===== config.mk =====
export PLATFORM = sky130hd
export DESIGN_NAME = monolith_rr_scheduler
export DESIGN_NICKNAME = d
export VERILOG_FILES = /design/src/rtl/monolith_rr_scheduler.sv
export SDC_FILE = /design/constraint.sdc
export NUM_CORES = 1
export LEC_CHECK = 0
export ABC_AREA = 1
export CORE_AREA = 5 5 150 152
export CTS_BUF_LIST = sky130_fd_sc_hd__clkbuf_16
export CTS_CLUSTER_SIZE = 30
export DETAILED_ROUTE_END_ITERATION = 10
export DIE_AREA = 0 0 155 157
export GPL_TIMING_DRIVEN = 0
export PLACE_DENSITY = 0.84
export SYNTH_ARGS = -nofsm -noshare
export SYNTH_HDL_FRONTEND = slang
export SYNTH_SLANG_ARGS = --single-unit
export TNS_END_PERCENT = 1

===== constraint.sdc =====
create_clock -name clk -period 3.7 [get_ports clk]
set_input_delay 0.74 -clock clk [delete_from_list [all_inputs] [get_ports clk]]
set_output_delay 0.74 -clock clk [all_outputs]
set_load 0.005 [all_outputs]

===== src/rtl/monolith_rr_scheduler.sv =====
// Round-robin front end that shares one Monolith hash/compress engine among
// NUM_REQ requesters, one job at a time, with a watchdog that aborts hung jobs.
module monolith_rr_scheduler #(
    parameter int NUM_REQ        = 4,
    parameter int TIMEOUT_CYCLES = 1023,
    localparam int IDW           = $clog2(NUM_REQ)
) (
    input  logic                  clk,
    input  logic                  reset,
    input  logic [NUM_REQ-1:0]    req_valid,
    output logic [NUM_REQ-1:0]    req_ready,
    input  logic [NUM_REQ*31-1:0] req_in1,
    input  logic [NUM_REQ*31-1:0] req_in2,
    input  logic [NUM_REQ-1:0]    req_mode,
    output logic                  resp_valid,
    input  logic                  resp_ready,
    output logic [30:0]           resp_data,
    output logic [IDW-1:0]        resp_id,
    output logic                  resp_timeout,
    output logic [30:0]           eng_in1,
    output logic [30:0]           eng_in2,
    output logic                  eng_mode,
    output logic                  eng_go,
    input  logic [30:0]           eng_out,
    input  logic                  eng_valid,
    output logic                  busy
);

    localparam logic [1:0]  S_IDLE   = 2'd0;
    localparam logic [1:0]  S_RUN    = 2'd1;
    localparam logic [1:0]  S_RESP   = 2'd2;
    localparam logic [15:0] WD_LIMIT = 16'(TIMEOUT_CYCLES - 1);

    logic [1:0]     state_q, state_d;
    logic [IDW-1:0] rr_ptr_q, rr_ptr_d;
    logic [IDW-1:0] job_id_q, job_id_d;
    logic [15:0]    watchdog_q, watchdog_d;
    logic [30:0]    eng_in1_q, eng_in1_d;
    logic [30:0]    eng_in2_q, eng_in2_d;
    logic           eng_mode_q, eng_mode_d;
    logic           eng_go_q, eng_go_d;
    logic           resp_valid_q, resp_valid_d;
    logic [30:0]    resp_data_q, resp_data_d;
    logic [IDW-1:0] resp_id_q, resp_id_d;
    logic           resp_timeout_q, resp_timeout_d;

    logic [IDW-1:0] winner;
    logic           any_req;
    logic [30:0]    in1_arr [NUM_REQ];
    logic [30:0]    in2_arr [NUM_REQ];

    for (genvar g = 0; g < NUM_REQ; g++) begin : g_unpack
        assign in1_arr[g] = req_in1[31*g +: 31];
        assign in2_arr[g] = req_in2[31*g +: 31];
    end

    assign any_req = |req_valid;

    // Search starts just after the last winner, so the most recently served requester has lowest priority.
    always_comb begin
        int   idx;
        logic found;
        winner = '0;
        found  = 1'b0;
        idx    = 0;
        for (int k = 1; k <= NUM_REQ; k++) begin
            idx = (int'(rr_ptr_q) + k) % NUM_REQ;
            if (!found && req_valid[idx[IDW-1:0]]) begin
                found  = 1'b1;
                winner = idx[IDW-1:0];
            end
        end
    end

    assign req_ready = (state_q == S_IDLE && any_req) ? (NUM_REQ'(1) << winner) : '0;

    always_comb begin
        state_d        = state_q;
        rr_ptr_d       = rr_ptr_q;
        job_id_d       = job_id_q;
        watchdog_d     = watchdog_q;
        eng_in1_d      = eng_in1_q;
        eng_in2_d      = eng_in2_q;
        eng_mode_d     = eng_mode_q;
        eng_go_d       = eng_go_q;
        resp_valid_d   = resp_valid_q;
        resp_data_d    = resp_data_q;
        resp_id_d      = resp_id_q;
        resp_timeout_d = resp_timeout_q;
        case (state_q)
            S_IDLE: begin
                if (any_req) begin
                    eng_in1_d  = in1_arr[winner];
                    eng_in2_d  = req_mode[winner] ? in2_arr[winner] : 31'd0;
                    eng_mode_d = req_mode[winner];
                    job_id_d   = winner;
                    rr_ptr_d   = winner;
                    watchdog_d = '0;
                    eng_go_d   = 1'b1;
                    state_d    = S_RUN;
                end
            end
            S_RUN: begin
                watchdog_d = watchdog_q + 16'd1;
                if (eng_valid) begin
                    resp_data_d    = eng_out;
                    resp_id_d      = job_id_q;
                    resp_timeout_d = 1'b0;
                    resp_valid_d   = 1'b1;
                    eng_go_d       = 1'b0;
                    state_d        = S_RESP;
                end else if (watchdog_q == WD_LIMIT) begin
                    resp_data_d    = '0;
                    resp_id_d      = job_id_q;
                    resp_timeout_d = 1'b1;
                    resp_valid_d   = 1'b1;
                    eng_go_d       = 1'b0;
                    state_d        = S_RESP;
                end
            end
            S_RESP: begin
                if (resp_ready) begin
                    resp_valid_d = 1'b0;
                    state_d      = S_IDLE;
                end
            end
            default: state_d = S_IDLE;
        endcase
    end

    always_ff @(posedge clk) begin
        if (reset) begin
            state_q        <= S_IDLE;
            rr_ptr_q       <= IDW'(NUM_REQ - 1);
            job_id_q       <= '0;
            watchdog_q     <= '0;
            eng_in1_q      <= '0;
            eng_in2_q      <= '0;
            eng_mode_q     <= 1'b0;
            eng_go_q       <= 1'b0;
            resp_valid_q   <= 1'b0;
            resp_data_q    <= '0;
            resp_id_q      <= '0;
            resp_timeout_q <= 1'b0;
        end else begin
            state_q        <= state_d;
            rr_ptr_q       <= rr_ptr_d;
            job_id_q       <= job_id_d;
            watchdog_q     <= watchdog_d;
            eng_in1_q      <= eng_in1_d;
            eng_in2_q      <= eng_in2_d;
            eng_mode_q     <= eng_mode_d;
            eng_go_q       <= eng_go_d;
            resp_valid_q   <= resp_valid_d;
            resp_data_q    <= resp_data_d;
            resp_id_q      <= resp_id_d;
            resp_timeout_q <= resp_timeout_d;
        end
    end

    assign eng_in1      = eng_in1_q;
    assign eng_in2      = eng_in2_q;
    assign eng_mode     = eng_mode_q;
    assign eng_go       = eng_go_q;
    assign resp_valid   = resp_valid_q;
    assign resp_data    = resp_data_q;
    assign resp_id      = resp_id_q;
    assign resp_timeout = resp_timeout_q;
    assign busy         = (state_q != S_IDLE);

endmodule


After elaboration in Yosys (flattened, before gate mapping):

Index checks and enable logic that the tools add are counted.

* reduce and logical (&&, ||, !) cells: 19
* multiply operators: 0
* $lt $le $gt $ge: 6
* equal/unequal tests: 6
* shifts and indexed selects: 1
* mux-type cells: 45
* bitwise gates (word level): 1
* div/mod/pow operators: 0
* $add $sub $neg: 5

Operator list (count)
* 2-to-1 mux 31 bit: 7
* binary-select mux 31 bit (select 2 bit): 2
* case mux 16 bit (2 select lines): 1
* 2-to-1 mux 2 bit: 10
* adder 16 x 1 -> 16 bit (second input constant): 1
* equality test 16 x 10 -> 1 bit (second input constant): 1
* 2-to-1 mux 16 bit: 1
* < comparator 2 x 3 -> 1 bit (second input constant): 5
* 2-to-1 mux 1 bit: 15
* binary-select mux 1 bit (select 2 bit): 5
* AND reduction 3 bit: 3
* nonzero test 2 bit: 4
* case mux 2 bit (3 select lines): 1
* AND reduction 2 bit: 3
* adder 2 x 1 -> 2 bit (second input constant): 2
* adder 2 bit (second input constant): 2
* logical AND 1 bit: 4
* 2-to-1 mux 4 bit: 1
* != test 2 bit (second input constant): 2
* case mux 1 bit (2 select lines): 2
* OR reduction 4 bit: 1
* << shifter 1 x 2 -> 4 bit (first input constant): 1
* greater-or-equal comparator 3 bit (second input constant): 1
* logical NOT 1 bit: 3
* other kinds (5): 5

* ROM bits: 0
* latch bits: 0
* input bits: 291
* memories: 0
* bits in registers: 121
* output and inout port bits: 104
* word-level logic and storage cells: 95
* memory bits (writable): 0

Longest topological paths before layout:

* depth after elaboration: 18
* depth in mapped cells: 16
* depth with buffers taken out: 15

Least setup slack after synthesis:

No wires, ideal clock.

* kind: input-to-output
* start point: in req_valid[3]
* end point: out req_ready[0]
* arrival time: 1.975 ns
* setup slack: 0.985 ns
* stages on the path: 13
* required time: 2.960 ns
* buffers on the path: 2
* cell sequence: inv_1 -> nand2_1 -> nand3_1 -> nand2_1 -> nor2_4 -> nand2_2 -> nand2_1 -> nand2_2 -> buf_6 -> inv_2 -> buf_2 -> nand2_1 -> nor2_1

* cells in the longest elaborated chain, start to end: 14
* elaborated cells on any way between the ends: 25

Ends and longest elaborated chain
* start: declaration: RTL line 10 `input logic [NUM_REQ-1:0] req_valid,`
* binary-select mux 1 bit (select 2 bit): RTL line 68 `if (!found && req_valid[idx[IDW-1:0]]) begin`
* 2-to-1 mux 1 bit (not written as such): RTL line 68
* 2-to-1 mux 1 bit: RTL line 68
* logical NOT 1 bit: RTL line 68
* logical AND 1 bit: RTL line 68
* 2-to-1 mux 1 bit: RTL line 68
* logical NOT 1 bit: RTL line 68
* logical AND 1 bit: RTL line 68
* 2-to-1 mux 1 bit: RTL line 68
* logical NOT 1 bit: RTL line 68
* logical AND 1 bit: RTL line 68
* 2-to-1 mux 2 bit: RTL line 68
* << shifter 1 x 2 -> 4 bit: RTL line 75 `assign req_ready = (state_q == S_IDLE && any_req) ? (NUM_REQ'(1) << winner) : '0;`
* 2-to-1 mux 4 bit (*): RTL line 75
* end: declaration: RTL line 11 `output logic [NUM_REQ-1:0] req_ready,`

Mark *: on every way between the ends. The rest lies on a longest branch, timed or not. The select of a mux whose other input is x is not followed.

Final worst setup path:

* start point: in req_valid[1]
* end point: out req_ready[0]

Same word-level chain as after synthesis.

==> results.sh <==
export IMPL_status="finished, final reports clean"
export IMPL_wl_um=32600
export IMPL_fillers=1926
export IMPL_gr_usage_all_layers_pct=25.2
export IMPL_grt_first_pass_wirelength_um=48600
export IMPL_routed_top_layer="met5"
export IMPL_path_clk_slew_ns=0.06
export IMPL_antenna_found_initial=4
export IMPL_synth_cells=1247
export IMPL_finClkSkew_ns=0.0118
export IMPL_fin_ws_ns=0.166
export IMPL_critical_path_class="input pin to output pin"
export IMPL_pin_count=395
export IMPL_core_um2=20900
export IMPL_crit_required_ns=2.96
export IMPL_setup_viol_count_final=0
export IMPL_cts_root_buffer="clkbuf_16"
export IMPL_cp_start_kind="input pin"
export IMPL_cpPeakStageDelay_ns=0.48
export IMPL_p_total_uw=10100
export IMPL_viasPerCell=5.01
export IMPL_leakagePower_uw=0.00574
export IMPL_fmax_mhz=283
export IMPL_crit_top_cell="nand2_1"
export IMPL_arrival_ns=2.79
export IMPL_worstSkewPairLatency_ns=0.41
export IMPL_min_period_over_period_pct=95.5
export IMPL_dp_hpwl_um=26000
export IMPL_cap_violations=0
export IMPL_dr_total_vias=9771
export IMPL_crit_buf_inv=4
export IMPL_io_buffers=393
export IMPL_drc=0
export IMPL_numCtsBuffers=17
export IMPL_cts_sinks=121
export IMPL_cts_buffer_depth=2
export IMPL_wire_per_inst_um=16.7
export IMPL_met3WireLength_um=2770
export IMPL_ff_latch_area_um2=2420
export IMPL_die_w_um=155
export IMPL_worst_path_max_delay_cell="clkdlybuf4s50_1"
export IMPL_postSynthAreaPerCell_um2=6.07
export IMPL_final_cell_area_um2=12500
export IMPL_grt_max_degree=20
export IMPL_gp_congestion=0.926
export IMPL_final_util_pct=60.0
export IMPL_grt_ovfl_total=0
export IMPL_preCtsSetupSlack_ns=-0.711
export IMPL_dieArea_um2=24300
export IMPL_ys_ff_latch=121
export IMPL_synth_distinct_cells=38
export IMPL_placed_area_um2=11800
export IMPL_min_period_ns=3.53
export IMPL_cts_tree="yes"
export IMPL_syn_cell_area_um2=7570
export IMPL_path_delay_family="buffers and inverters"
export IMPL_ir_drop_mv=0.457
export IMPL_ant_nets=0
export IMPL_rsz0062_at_grt="no"
export IMPL_holdBufCountCts=0
export IMPL_first_pass_iters=5
export IMPL_drt_iter0_drc=771
export IMPL_grt_pass1_vias=9331
export IMPL_tightestPinTransition_ns=0.689
export IMPL_holdWs_ns=0.452
export IMPL_powerDensity_nw_per_um2=808
export IMPL_core_rowCount=53
export IMPL_die_y_um=157
export IMPL_slew_headroom_pct=54.1
export IMPL_critPathCaptureType="output pin"
export IMPL_areaGrowthSynthToFinish_pct=65.6
export IMPL_min_delay_path_class="register to register"
export IMPL_crit_fanout=15
export IMPL_dr_wl_met2_um=16300
export IMPL_nets=1954
export IMPL_multiInputGateArea_um2=3930
export IMPL_wl_met1_um=12400
export IMPL_drv_slew=0
export IMPL_start_util_pct=36.2
export IMPL_crit_chain="clkdlybuf4s50_1, nand2_1, nand2_1, nand2_1, nand2_2, nor2_4, nand2_2, nand2_2, nand2_4, buf_8, inv_8, nand2_1, nor2_1, dlygate4sd2_1"
export IMPL_synth_nets=1540
export IMPL_drive_above_1_share_pct=7.89
export IMPL_synth_warnings=0
export IMPL_yosysSeqAreaShare_pct=32.0
export IMPL_htreeDepth=4
export IMPL_hold_viol_final=0
[final timing paths]
kind	start	endpoint	slack, ns	depth (start not counted)
setup / recovery	req_valid[1]	req_ready[0]	0.17	14
hold / removal	resp_id[0]$_SDFFE_PP0P_	resp_id[0]$_SDFFE_PP0P_	0.45	2
setup reg to reg	rr_ptr_q[1]$_SDFFE_PP1P_	eng_in1[28]$_SDFFE_PP0P_	1.10	16
hold reg to reg	resp_id[0]$_SDFFE_PP0P_	resp_id[0]$_SDFFE_PP0P_	0.45	2
[cells by family (layout without fill, tap and decap cells)]
group	count (synthesis)	count (layout)	share of synthesized area, %
compound gates	196	196	14.8
flops	121	121	32.0
other cells	0	3	0
simple gates	622	622	36.4
buf+inv	306	733	16.5
fa+ha+maj	2	2	0.331
[through the flow]
stage | std cells | setup TNS [ns]
detailed placement | 1915 | -2.81
global placement | 1915 | -2.87
finish | 1952 | 0
global route | 1952 | 0
floorplan | 1247 | 0
CTS | 1946 | -0.167
[metal layers]
| metal | up-vias | global-route usage (%) |
|---|---|---|
| met2 | 470 | 44.6 |
| met4 | 2 | 11.4 |
| met3 | 85 | 7.15 |
| met5 | - | 0 |
| li1 | 4781 | - |
| met1 | 4433 | 28.3 |
[worst min-delay path, cell delays in order, from the launching register on]
cell     delay [ns]
dfxtp_1        0.31
inv_1          0.05
a21oi_1        0.05
[synthesized netlist by cell type (all sizes together)]
library cell | number | area, µm²
o21ai | 39 | 195
buf | 44 | 265
nand3 | 206 | 1040
clkinv | 1 | 3.75
ha | 2 | 25.0
inv | 218 | 818
nand4 | 5 | 31.3
nor2 | 84 | 330
a211oi | 5 | 37.5
o21bai | 1 | 7.51
a221oi | 2 | 17.5
o211ai | 34 | 255
clkbuf | 43 | 161
nor3b | 1 | 7.51
dfxtp | 121 | 2420
or2 | 32 | 200
nor4 | 2 | 12.5
nand2 | 285 | 1090
a2bb2oi | 1 | 8.76
o311a | 1 | 10.0
o22ai | 1 | 6.26
nor4b | 1 | 8.76
a31oi | 1 | 6.26
nor3 | 5 | 25.0
o221a | 1 | 11.3
nand3b | 1 | 7.51
a21oi | 109 | 557
a22oi | 1 | 7.51
[report_power, final]
| group | total, µW | internal, µW | switching (µW) |
|---|---|---|---|
| Combinational | 6580 | 2750 | 3830 |
| Sequential | 1900 | 1690 | 210 |
| Clock | 1630 | 992 | 640 |
[sequential cells by signal, summed over array words and instances, names as in the netlist]
register	cells
watchdog_q	16
eng_in2	31
state_q	2
eng_go	1
eng_in1	31
rr_ptr_q	2
resp_valid	1
job_id_q	2
eng_mode	1
resp_data	31
resp_timeout	1
resp_id	2
[final cells by class]
| cell class | count | area share (%) |
|---|---|---|
| repair buffers | 397 | 31.7 |
| multi-input cells | 820 | 31.4 |
| flip-flops and latches | 121 | 19.3 |
| inverters | 219 | 6.62 |
| plain buffers | 85 | 3.56 |
| clock buffers | 17 | 3.39 |
| well taps | 275 | 2.75 |
| clock inverters | 15 | 1.22 |
| diodes | 3 | 0.0599 |
[cell usage in the layout, fill, tap and decap left out, types with 6 or more instances in the layout]
cell type	n
a21oi_1	108
buf_2	30
buf_4	6
buf_6	8
clkbuf_1	40
clkbuf_16	17
clkdlybuf4s50_1	387
dfxtp_1	121
inv_1	216
nand2_1	276
nand2_2	6
nand3_1	202
nor2_1	81
o211ai_1	34
o21ai_0	38
or2_2	32
[timing repair]
| item | CTS | global route |
|---|---|---|
| gates resized for setup | 19 | 12 |
| buffers inserted | 1 | 3 |
| endpoints found under the setup margin | 4 | 4 |
| cloned | 0 | 0 |
| pin swaps | 1 | 2 |
(Power assumes the default switching activity.)
